--- config.mk ---
export PLATFORM = sky130hd
export DESIGN_NAME = abs_stream
export DESIGN_NICKNAME = d
export VERILOG_FILES = /design/src/rtl/abs_stream.sv
export SDC_FILE = /design/constraint.sdc
export NUM_CORES = 1
export LEC_CHECK = 0
export BUFFER_PORTS_ARGS = -buffer_cell sky130_fd_sc_hd__buf_4
export CAP_MARGIN = 20
export CORE_ASPECT_RATIO = 0.75
export CORE_UTILIZATION = 60
export DETAILED_ROUTE_END_ITERATION = 12
export GPL_TIMING_DRIVEN = 0
export PLACE_DENSITY = 0.85
export SYNTH_ARGS = -nofsm -noshare
export SYNTH_HDL_FRONTEND = slang
export SYNTH_SLANG_ARGS = --single-unit
--- constraint.sdc ---
create_clock -name clk -period 4.9 [get_ports clk]
set_input_delay 0.49 -clock clk [delete_from_list [all_inputs] [get_ports clk]]
set_output_delay 0.49 -clock clk [all_outputs]
set_load 0.01 [all_outputs]
--- src/rtl/abs_stream.sv ---
// Streaming per-lane absolute-value unit: two-stage valid/ready pipeline with
// abs / pass / neg-abs / sign-only modes and a saturating overflow counter.
module abs_stream #(
    parameter int WIDTH = 32,
    parameter int LANES = 1,
    parameter int SAT   = 0
) (
    input  logic                   clk,
    input  logic                   rst_n,
    input  logic                   in_valid,
    output logic                   in_ready,
    input  logic [LANES*WIDTH-1:0] in_data,
    input  logic [1:0]             mode,
    output logic                   out_valid,
    input  logic                   out_ready,
    output logic [LANES*WIDTH-1:0] out_data,
    output logic [LANES-1:0]       out_sign,
    output logic [LANES-1:0]       out_ovf,
    output logic [15:0]            ovf_count
);

    typedef enum logic [1:0] {
        MODE_ABS     = 2'b00,
        MODE_PASS    = 2'b01,
        MODE_NEG_ABS = 2'b10,
        MODE_SIGN    = 2'b11
    } mode_e;

    localparam logic [WIDTH-1:0] MIN_VAL = {1'b1, {(WIDTH-1){1'b0}}};
    localparam logic [WIDTH-1:0] MAX_VAL = ~MIN_VAL;
    localparam logic [WIDTH-1:0] ONE     = WIDTH'(1);

    logic                   en;
    logic                   s1_valid;
    logic [LANES*WIDTH-1:0] s1_data;
    mode_e                  s1_mode;
    logic [LANES*WIDTH-1:0] res_data;
    logic [LANES-1:0]       res_sign;
    logic [LANES-1:0]       res_ovf;

    // One enable moves the whole pipe, so a stalled output freezes both stages.
    assign en       = !out_valid || out_ready;
    assign in_ready = en;

    function automatic logic [WIDTH-1:0] lane_result(input logic [WIDTH-1:0] x,
                                                     input mode_e m);
        logic             neg;
        logic [WIDTH-1:0] mag;
        logic [WIDTH-1:0] r;
        neg = x[WIDTH-1];
        mag = neg ? (~x + ONE) : x;
        if (SAT != 0 && x == MIN_VAL) mag = MAX_VAL;
        case (m)
            MODE_ABS:     r = mag;
            MODE_PASS:    r = x;
            // The most-negative value negates to itself, so -|x| needs no clamp.
            MODE_NEG_ABS: r = neg ? x : (~x + ONE);
            default:      r = neg ? '1 : ((x == '0) ? '0 : ONE);
        endcase
        return r;
    endfunction

    // NOTE: every always_comb output gets a default first so no path can infer a latch.
    always_comb begin
        res_data = '0;
        res_sign = '0;
        res_ovf  = '0;
        for (int k = 0; k < LANES; k++) begin
            res_data[k*WIDTH +: WIDTH] = lane_result(s1_data[k*WIDTH +: WIDTH], s1_mode);
            res_sign[k]                = s1_data[k*WIDTH + WIDTH - 1];
            res_ovf[k]                 = (s1_data[k*WIDTH +: WIDTH] == MIN_VAL);
        end
    end

    // NOTE: state is updated with non-blocking assignments so all flops sample together.
    always_ff @(posedge clk or negedge rst_n) begin
        if (!rst_n) begin
            s1_valid <= 1'b0;
            s1_data  <= '0;
            s1_mode  <= MODE_ABS;
        end else if (en) begin
            s1_valid <= in_valid;
            s1_data  <= in_data;
            s1_mode  <= mode_e'(mode);
        end
    end

    always_ff @(posedge clk or negedge rst_n) begin
        if (!rst_n) begin
            out_valid <= 1'b0;
            out_data  <= '0;
            out_sign  <= '0;
            out_ovf   <= '0;
        end else if (en) begin
            out_valid <= s1_valid;
            out_data  <= res_data;
            out_sign  <= res_sign;
            out_ovf   <= res_ovf;
        end
    end

    always_ff @(posedge clk or negedge rst_n) begin
        if (!rst_n) begin
            ovf_count <= '0;
        end else if (out_valid && out_ready && (|out_ovf) && ovf_count != 16'hFFFF) begin
            ovf_count <= ovf_count + 16'd1;
        end
    end

endmodule

==> impl_metrics.tcl <==
set metrics [dict create \
    cts_root_buffer "clkbuf_8" \
    synth_mux_area_frac 0.00803 \
    cts_buffers 9 \
    async_reset_ff_frac 1.00 \
    hpwl_mm 11.7 \
    hold_buffers 0 \
    worstSetupPathType "register to output port" \
    fp.coreArea_um2 7950 \
    post-route-drc-count 0 \
    start_kind "register" \
    clk_pin_slew_ns 0.09 \
    drv_cap 0 \
    grt_use_total 0.402 \
    worst_pin_slew_ns 1.07 \
    clk_latency_ns 0.39 \
    ctsResizeCount 0 \
    p_sw_uw 857 \
    fin_crit_ns 3.39 \
    synth_fa_ha_area_frac 0.00502 \
    grt.overflow.total 0 \
    p_int_uw 1520 \
    nets 763 \
    synthFlopType "dfrtp_1" \
    start_util 0.627 \
    drt-initial-drc-count 735 \
    cts_num_sinks 86 \
    grt_pass1_vias 5031 \
    viasPerCell 6.48 \
    drive_gt1_frac 0.165 \
    dieArea_um2 8680 \
    dr.pass1.iters 8 \
    ys_seq_area_frac 0.432 \
    tritoncts "yes" \
    clock_skew_ns 0.0132 \
    synthesis.area_um2 4980 \
    synth_compound_area_frac 0.217 \
    final_util 0.762 \
    row_count 28 \
    antenna_found_initial 0 \
    synth_fp_nets 662 \
    combPwrFrac 0.346 \
    grt_pass1_wl_mm 26.0 \
    routed_wl_mm 16.9 \
    clk_path_buf_depth 2 \
    pin_count 90 \
    numPortBuffers 89 \
    setup_viol 0 \
    area_growth_pct 21.6 \
    gp_congestion 0.952 \
    p_clk_frac 0.266 \
    antenna_cells 0 \
    switching_share 0.361 \
    crit_arrival_ns 2.90 \
    synth_edf_count 0 \
    end_kind "output port" \
    required_ns 4.41 \
    postCtsSetupBuffers 0 \
    slew_viol_final 0 \
    syn_area_per_cell_um2 8.01 \
    netlist_instances 622 \
    slew_headroom 0.281 \
    fmax_mhz 295 \
    p_leak_uw 0.00271 \
    p_per_area_nw_per_um2 392 \
    final_antenna_net_count 0 \
    ys_warn_count 0 \
    status "finished, final reports clean" \
    vias 5398 \
    worstHoldPathType "input port to async pin" \
    peakVddDrop_mv 0.286 \
    rsz0062_at_grt "false" \
    grt_max_degree 87 \
    fp.dieH_um 80.9 \
    synth_top_family_by_area "simple AND/OR/NAND/NOR gates" \
    fillers 566 \
    yosys.area_share.simple 0.250 \
    synth-seq-cells 86 \
    htree_levels 3 \
    hold_viol_final 0 \
    die_w_um 107 \
    synthXorXnorAreaFrac 0.0316 \
    wl_per_cell_um 20.3 \
    fin_setup_tns_ns 0 \
    period_share 0.692 \
    synth_cell_types 58 \
    worstPathMaxFanout 10 \
    seq_power_share 0.388 \
]
state kept, by name, indices dropped and copies added, names as in the netlist:
register,count
out_data,32
s1_data,32
ovf_count,16
s1_mode,2
out_ovf,1
out_sign,1
out_valid,1
s1_valid,1
stage by stage:
step	setup slack [ns]	area, um^2	power, uW	hold slack (ns)	instances
after detailed placement	1.68	5780	1720	0.457	816
after global placement	1.73	5780	1690	0.448	816
after CTS	1.64	6030	2340	0.305	832
after floorplan	2.51	4980	1370	0.194	622
final	1.51	6060	2380	0.0627	833
after global routing	1.36	6060	2470	0.0978	833
Yosys cell counts, types with 10 or more instances:
master    count  area share
dfrtp_1      86        0.43
nand3_1      17       0.017
clkbuf_1     45       0.034
nor3_1       22       0.022
inv_1        11      0.0083
o21ai_0      55       0.055
a31oi_1      12       0.015
a21oi_1      34       0.034
o221ai_1     10       0.018
nand2_1     141        0.11
nor2_1       40       0.030
xnor2_1      14       0.025
o22ai_1      10       0.013
nor4_1       13       0.016
worst paths after layout:
kind,cells after the start,to,from,slack (ns)
max in group asynchronous,2,out_data[27],rst_n,4.22
worst max register to register,6,out_data[31],s1_data[18],1.52
worst max-delay path,6,in_ready,out_valid,1.51
min in group clk,3,s1_data[13],in_data[13],0.30
worst min register to register,2,out_data[2],out_data[2],0.48
worst min-delay path,1,s1_data[1],rst_n,0.06
area by class of cell:
class                           count  area, um^2  share of cell area
Sequential cell                    86        2150               0.355
Buffer                             57         233              0.0384
Clock buffer                       13         159              0.0262
Tap cell                          105         131              0.0217
Clock inverter                      3        90.1              0.0149
Timing Repair Buffer               90         696               0.115
Inverter                           13        48.8             0.00805
Multi-Input combinational cell    466        2550               0.421
power groups by stage:
| stage | Combinational, uW | Sequential (uW) | Clock [uW] |
|---|---|---|---|
| final | 821 | 922 | 633 |
| after global routing | 884 | 935 | 654 |
| after CTS | 794 | 917 | 624 |
| after detailed placement | 788 | 932 | 0 |
| after global placement | 763 | 926 | 0 |
| after floorplan | 418 | 955 | 0 |
cell usage in the layout (no fill, tap or decap), types with 4 or more instances in the layout:
| master | synthesis | layout |
|---|---|---|
| a211oi_1 | 8 | 8 |
| a21oi_1 | 34 | 34 |
| a31oi_1 | 12 | 12 |
| buf_1 | 7 | 7 |
| buf_4 | 0 | 89 |
| clkbuf_1 | 45 | 47 |
| clkbuf_8 | 0 | 11 |
| dfrtp_1 | 86 | 86 |
| inv_1 | 11 | 11 |
| mux2i_1 | 4 | 4 |
| nand2_1 | 141 | 141 |
| nand3_1 | 17 | 17 |
| nand4_1 | 6 | 6 |
| nor2_1 | 40 | 40 |
| nor3_1 | 22 | 22 |
| nor4_1 | 13 | 13 |
| o211ai_1 | 6 | 6 |
| o21ai_0 | 55 | 55 |
| o221ai_1 | 10 | 10 |
| o22ai_1 | 10 | 10 |
| o31ai_1 | 6 | 6 |
| or3_1 | 6 | 6 |
| xnor2_1 | 14 | 14 |
| xor2_1 | 4 | 4 |
worst max-delay path, cell delays in order (launching register included):
cell and delay (ns):
dfrtp_1 0.40, nor2b_1 0.14, clkbuf_1 0.33, inv_2 0.31, clkbuf_1 0.47, buf_1 0.61, buf_4 0.24
routing by layer:
| layer | share of wire | track usage | vias up |
|---|---|---|---|
| met5 | 0 | 0 | - |
| met4 | 0.023 | 0.148 | 0 |
| met3 | 0.12 | 0.109 | 50 |
| met2 | 0.43 | 0.608 | 391 |
| met1 | 0.42 | 0.556 | 2544 |
| li1 | - | - | 2413 |
cells by family after synthesis:
group / count (synthesis)
compound gates: 171
simple gates: 271
flops: 86
buf+inv: 70
xor+xnor: 18
fa+ha+maj: 2
mux: 4
(Power assumes the default switching activity.)
